[config.mk]
export PLATFORM = sky130hd
export DESIGN_NAME = counter_core
export DESIGN_NICKNAME = d
export VERILOG_FILES = /design/src/rtl/counter_pkg.sv /design/src/rtl/counter_next.sv /design/src/rtl/counter_core.sv
export SDC_FILE = /design/constraint.sdc
export NUM_CORES = 1
export LEC_CHECK = 0
export BUFFER_PORTS_ARGS = -buffer_cell sky130_fd_sc_hd__clkbuf_2
export CORE_MARGIN = 4
export CORE_UTILIZATION = 35
export CTS_CLUSTER_SIZE = 24
export DETAILED_ROUTE_END_ITERATION = 6
export PLACE_DENSITY_LB_ADDON = 0.05
export SLEW_MARGIN = 20
export SYNTH_ARGS = -nofsm -noshare
export SYNTH_HDL_FRONTEND = slang
export SYNTH_HIERARCHICAL = 1
export SYNTH_SLANG_ARGS = --single-unit
export TNS_END_PERCENT = 1
[constraint.sdc]
create_clock -name clk -period 1.9 [get_ports clk]
set_input_delay 0.285 -clock clk [delete_from_list [all_inputs] [get_ports clk]]
set_output_delay 0.285 -clock clk [all_outputs]
set_load 0.01 [all_outputs]
[src/rtl/counter_pkg.sv]
// Shared opcode/state types and default width for the command-driven up/down counter.
package counter_pkg;

    localparam int DEFAULT_WIDTH = 4;

    typedef enum logic [2:0] {
        OP_NOP       = 3'd0,
        OP_INC       = 3'd1,
        OP_DEC       = 3'd2,
        OP_LOAD      = 3'd3,
        OP_CLEAR     = 3'd4,
        OP_READ      = 3'd5,
        OP_CLR_FLAGS = 3'd6,
        OP_RSVD      = 3'd7
    } cmd_op_e;

    typedef enum logic {
        IDLE = 1'b0,
        RESP = 1'b1
    } state_e;

endpackage

[src/rtl/counter_next.sv]
// Combinational next-count logic: applies one opcode and reports boundary hits.
module counter_next
    import counter_pkg::*;
#(
    parameter int WIDTH  = DEFAULT_WIDTH,
    parameter bit SAT_EN = 1'b0
) (
    input  logic [WIDTH-1:0] count_i,
    input  cmd_op_e          op_i,
    input  logic [WIDTH-1:0] data_i,
    output logic [WIDTH-1:0] next_count_o,
    output logic             hit_max_o,
    output logic             hit_zero_o
);
    localparam logic [WIDTH-1:0] MAX = '1;

    always_comb begin
        next_count_o = count_i;
        hit_max_o    = 1'b0;
        hit_zero_o   = 1'b0;
        case (op_i)
            OP_INC: begin
                if (count_i == MAX) begin
                    hit_max_o    = 1'b1;
                    next_count_o = SAT_EN ? MAX : '0;
                end else begin
                    next_count_o = count_i + WIDTH'(1);
                end
            end
            OP_DEC: begin
                if (count_i == '0) begin
                    hit_zero_o   = 1'b1;
                    next_count_o = SAT_EN ? '0 : MAX;
                end else begin
                    next_count_o = count_i - WIDTH'(1);
                end
            end
            OP_LOAD:  next_count_o = data_i;
            OP_CLEAR: next_count_o = '0;
            default:  next_count_o = count_i;
        endcase
    end
endmodule

[src/rtl/counter_core.sv]
// Up/down counter with valid/ready command intake and a held READ response.
// state | meaning
// IDLE  | accepting commands, cmd_ready = 1
// RESP  | READ response pending on rsp_*, commands stalled
module counter_core
    import counter_pkg::*;
#(
    parameter int WIDTH  = DEFAULT_WIDTH,
    parameter bit SAT_EN = 1'b0
) (
    input  logic             clk,
    input  logic             rst_n,
    input  logic             cmd_valid,
    output logic             cmd_ready,
    input  logic [2:0]       cmd_op,
    input  logic [WIDTH-1:0] cmd_data,
    output logic [WIDTH-1:0] count,
    output logic             zero,
    output logic             tc,
    output logic             ovf,
    output logic             unf,
    output logic             rsp_valid,
    input  logic             rsp_ready,
    output logic [WIDTH-1:0] rsp_data
);
    state_e           state_q, state_d;
    logic [WIDTH-1:0] count_q, count_d;
    logic             tc_q, tc_d;
    logic             ovf_q, ovf_d;
    logic             unf_q, unf_d;
    logic             rsp_valid_q, rsp_valid_d;
    logic [WIDTH-1:0] rsp_data_q, rsp_data_d;

    cmd_op_e          op;
    logic [WIDTH-1:0] next_count;
    logic             hit_max;
    logic             hit_zero;

    assign op = cmd_op_e'(cmd_op);

    counter_next #(
        .WIDTH  (WIDTH),
        .SAT_EN (SAT_EN)
    ) u_next (
        .count_i      (count_q),
        .op_i         (op),
        .data_i       (cmd_data),
        .next_count_o (next_count),
        .hit_max_o    (hit_max),
        .hit_zero_o   (hit_zero)
    );

    always_comb begin
        state_d     = state_q;
        count_d     = count_q;
        tc_d        = 1'b0;
        ovf_d       = ovf_q;
        unf_d       = unf_q;
        rsp_valid_d = rsp_valid_q;
        rsp_data_d  = rsp_data_q;
        case (state_q)
            IDLE: begin
                if (cmd_valid) begin
                    count_d = next_count;
                    tc_d    = hit_max | hit_zero;
                    ovf_d   = ovf_q | hit_max;
                    unf_d   = unf_q | hit_zero;
                    if (op == OP_CLR_FLAGS) begin
                        ovf_d = 1'b0;
                        unf_d = 1'b0;
                    end
                    if (op == OP_READ) begin
                        rsp_valid_d = 1'b1;
                        rsp_data_d  = count_q;
                        state_d     = RESP;
                    end
                end
            end
            RESP: begin
                if (rsp_ready) begin
                    rsp_valid_d = 1'b0;
                    state_d     = IDLE;
                end
            end
            default: state_d = IDLE;
        endcase
    end

    always_ff @(posedge clk) begin
        if (!rst_n) begin
            state_q     <= IDLE;
            count_q     <= '0;
            tc_q        <= 1'b0;
            ovf_q       <= 1'b0;
            unf_q       <= 1'b0;
            rsp_valid_q <= 1'b0;
            rsp_data_q  <= '0;
        end else begin
            state_q     <= state_d;
            count_q     <= count_d;
            tc_q        <= tc_d;
            ovf_q       <= ovf_d;
            unf_q       <= unf_d;
            rsp_valid_q <= rsp_valid_d;
            rsp_data_q  <= rsp_data_d;
        end
    end

    assign cmd_ready = (state_q == IDLE);
    assign count     = count_q;
    assign zero      = (count_q == '0);
    assign tc        = tc_q;
    assign ovf       = ovf_q;
    assign unf       = unf_q;
    assign rsp_valid = rsp_valid_q;
    assign rsp_data  = rsp_data_q;
endmodule

==> results.json <==
{
  "antenna_cells": 0,
  "syn2layout_area_growth_pct": 22.09,
  "antenna_found_initial": 0,
  "grt_pass1_vias": 781,
  "status": "completed",
  "post-route-drc-count": 0,
  "finalPower_mw": 0.6209,
  "die_h_um": 57.92,
  "setup_viol": 0,
  "synth_edf_count": 0,
  "root_buffer": "clkbuf_4",
  "gp_congestion": 0.7580,
  "cp-start-kind": "flop",
  "maxCapViolCount": 0,
  "vias": 840,
  "post_drt_wl_per_cell_um": 12.54,
  "grt_first_pass_wirelength_mm": 3.456,
  "busiest_layer": "met2",
  "fin_crit_ps": 1678,
  "clk_pin_slew_ps": 80,
  "relSlewSlack_pct": 73.25,
  "worst_pin_slew_ps": 400.9,
  "syn_area_sq_um": 872.1,
  "initial_core_util_pct": 37.96,
  "setup_ws_ps": 221.7,
  "r2r_slack_ps": 220,
  "grt_max_degree": 17,
  "dieWidth_um": 57.92,
  "fin_cells": 161,
  "synth_nets": 118,
  "hp-class": "primary input to flop",
  "holdWs_ps": 322.5,
  "synthCells": 105,
  "core_area_sq_mm": 0.002297,
  "required_ps": 2070,
  "ys_ff_latch": 13,
  "first_iter_violations": 16,
  "ctsHoldBuffers": 0,
  "ys_seq_area_share_pct": 29.84,
  "drive_gt1_share_pct": 29.32,
  "tns_ps": 0,
  "die_area_sq_mm": 0.003354,
  "cts_tree": "done",
  "use_met2_pct": 20.65,
  "pre_cts_ws_ps": 246.5,
  "fillers": 241,
  "async_reset_ff_share_pct": 0,
  "dp.cells": 157,
  "met3_usage_pct": 1.782,
  "cts_setup_buffers": 0,
  "clock_latency_ps": 270,
  "leakage_nw": 0.4627,
  "finClkSkew_ps": 5.221,
  "clock_sinks": 13,
  "synth_most_common_cell": "dfxtp_1",
  "synth_top_area_share_pct": 29.84,
  "routed_wirelength_mm": 2.019,
  "grt_usage_pct": 12.74,
  "avgSynthCellArea_sq_um": 8.306,
  "antenna_left": 0,
  "firstDrtPassIters": 4,
  "crit_arrival_ps": 1850,
  "hold_viol": 0,
  "path_class": "flop to flop",
  "end_kind": "flop",
  "ctsResizeCount": 0,
  "powerDensity_mw_per_mm2": 583.1,
  "cts_made_buffers": 3,
  "nNetsFinal": 147,
  "yosysUniqueCellTypes": 43,
  "yosys.area.top_type": "dfxtp_1",
  "period_share_pct": 88.33,
  "grtUsageMet1_pct": 16.98,
  "place.detailed.hpwl_mm": 1.589,
  "viasPerCell": 5.217,
  "synth_area_leaders": "dfxtp_1, mux2i_1, nor2b_1",
  "crit_fanout": 8,
  "rows": 17,
  "clockBufferDepth": 2,
  "synth-main-ff-cell": "dfxtp_1",
  "max_freq_mhz": 595.8,
  "ioPinCount": 25,
  "synthTopCellsByCount": "dfxtp_1, mux2i_1, nand2_1",
  "htreeDepth": 1,
  "yosys_warnings": 6,
  "rsz0062_at_grt": "false",
  "grt-ovfl-total": 0,
  "port-buffer-count": 24,
  "finalMaxSlewViolations": 0,
  "peakVddDrop_uv": 367.8
}
## area by class of cell
cell class	instances	area [sq um]	area share [%]
inverters	5	18.77	1.763
well taps	28	35.03	3.290
clock buffers	4	26.28	2.468
flip-flops and latches	13	260.3	24.44
multi-input cells	82	566.8	53.23
repair buffers	29	157.7	14.81
## metrics by stage
step	instance area (sq um)	utilization (%)
final	1065	46.35
after global routing	1065	46.35
after detailed placement	1039	45.21
after floorplan	872.1	-
after CTS	1065	46.35
after global placement	1039	45.21
## power by group
| group | switching [mW] | leakage [nW] | total, mW | internal, mW |
|---|---|---|---|---|
| sequential | 0.0150 | 0.105 | 0.296 | 0.281 |
| clock | 0.0862 | 0.0150 | 0.167 | 0.0812 |
| combinational | 0.0835 | 0.342 | 0.157 | 0.0737 |
| total | 0.185 | 0.463 | 0.621 | 0.436 |
## final timing paths
kind	from	to	cells after the start
max	count[0]	count[3]	7
min reg2reg	rsp_data[2]	rsp_data[2]	2
min	rsp_ready	state_q	3
max reg2reg	count[0]	count[3]	7
## state kept, by name (all words and copies together), names as in the netlist
register   count
rsp_data       4
unf            1
rsp_valid      1
count          4
tc             1
state_q        1
ovf            1
## metal layers
layer  share of wire [%]  vias up
met1                  47      385
met3                 5.4        2
met4                0.79        0
met2                  46       22
met5                   0        -
li1                    -      431
## worst max-delay path: stages, from the launching register on
cell and delay, ps:
dfxtp_1 460, inv_1 80, ha_1 250, o31ai_1 250, nor3_1 70, o32a_1 280, mux2i_1 130, nor2b_1 60
## cell usage in the layout, fill, tap and decap left out, types with 2 or more instances in the layout
master / instances
a21oi_1: 8
buf_4: 5
clkbuf_2: 24
clkbuf_4: 3
dfxtp_1: 13
ha_1: 2
inv_1: 5
mux2i_1: 9
nand2_1: 9
nand3_1: 2
nor2_1: 7
nor2b_1: 7
nor3_1: 3
o21a_1: 2
o21ai_0: 4
o21ai_1: 2
## logic make-up after synthesis
family | after synthesis | synth area share (%)
buffers and inverters | 10 | 5.165
adder cells (fa/ha/maj) | 3 | 4.160
flip-flops | 13 | 29.84
AND/OR/NAND/NOR | 41 | 28.41
XOR/XNOR | 1 | 1.004
AO/OA/AOI/OAI | 28 | 21.09
multiplexers | 9 | 10.33
No activity file was read; power rests on OpenSTA's default activity.
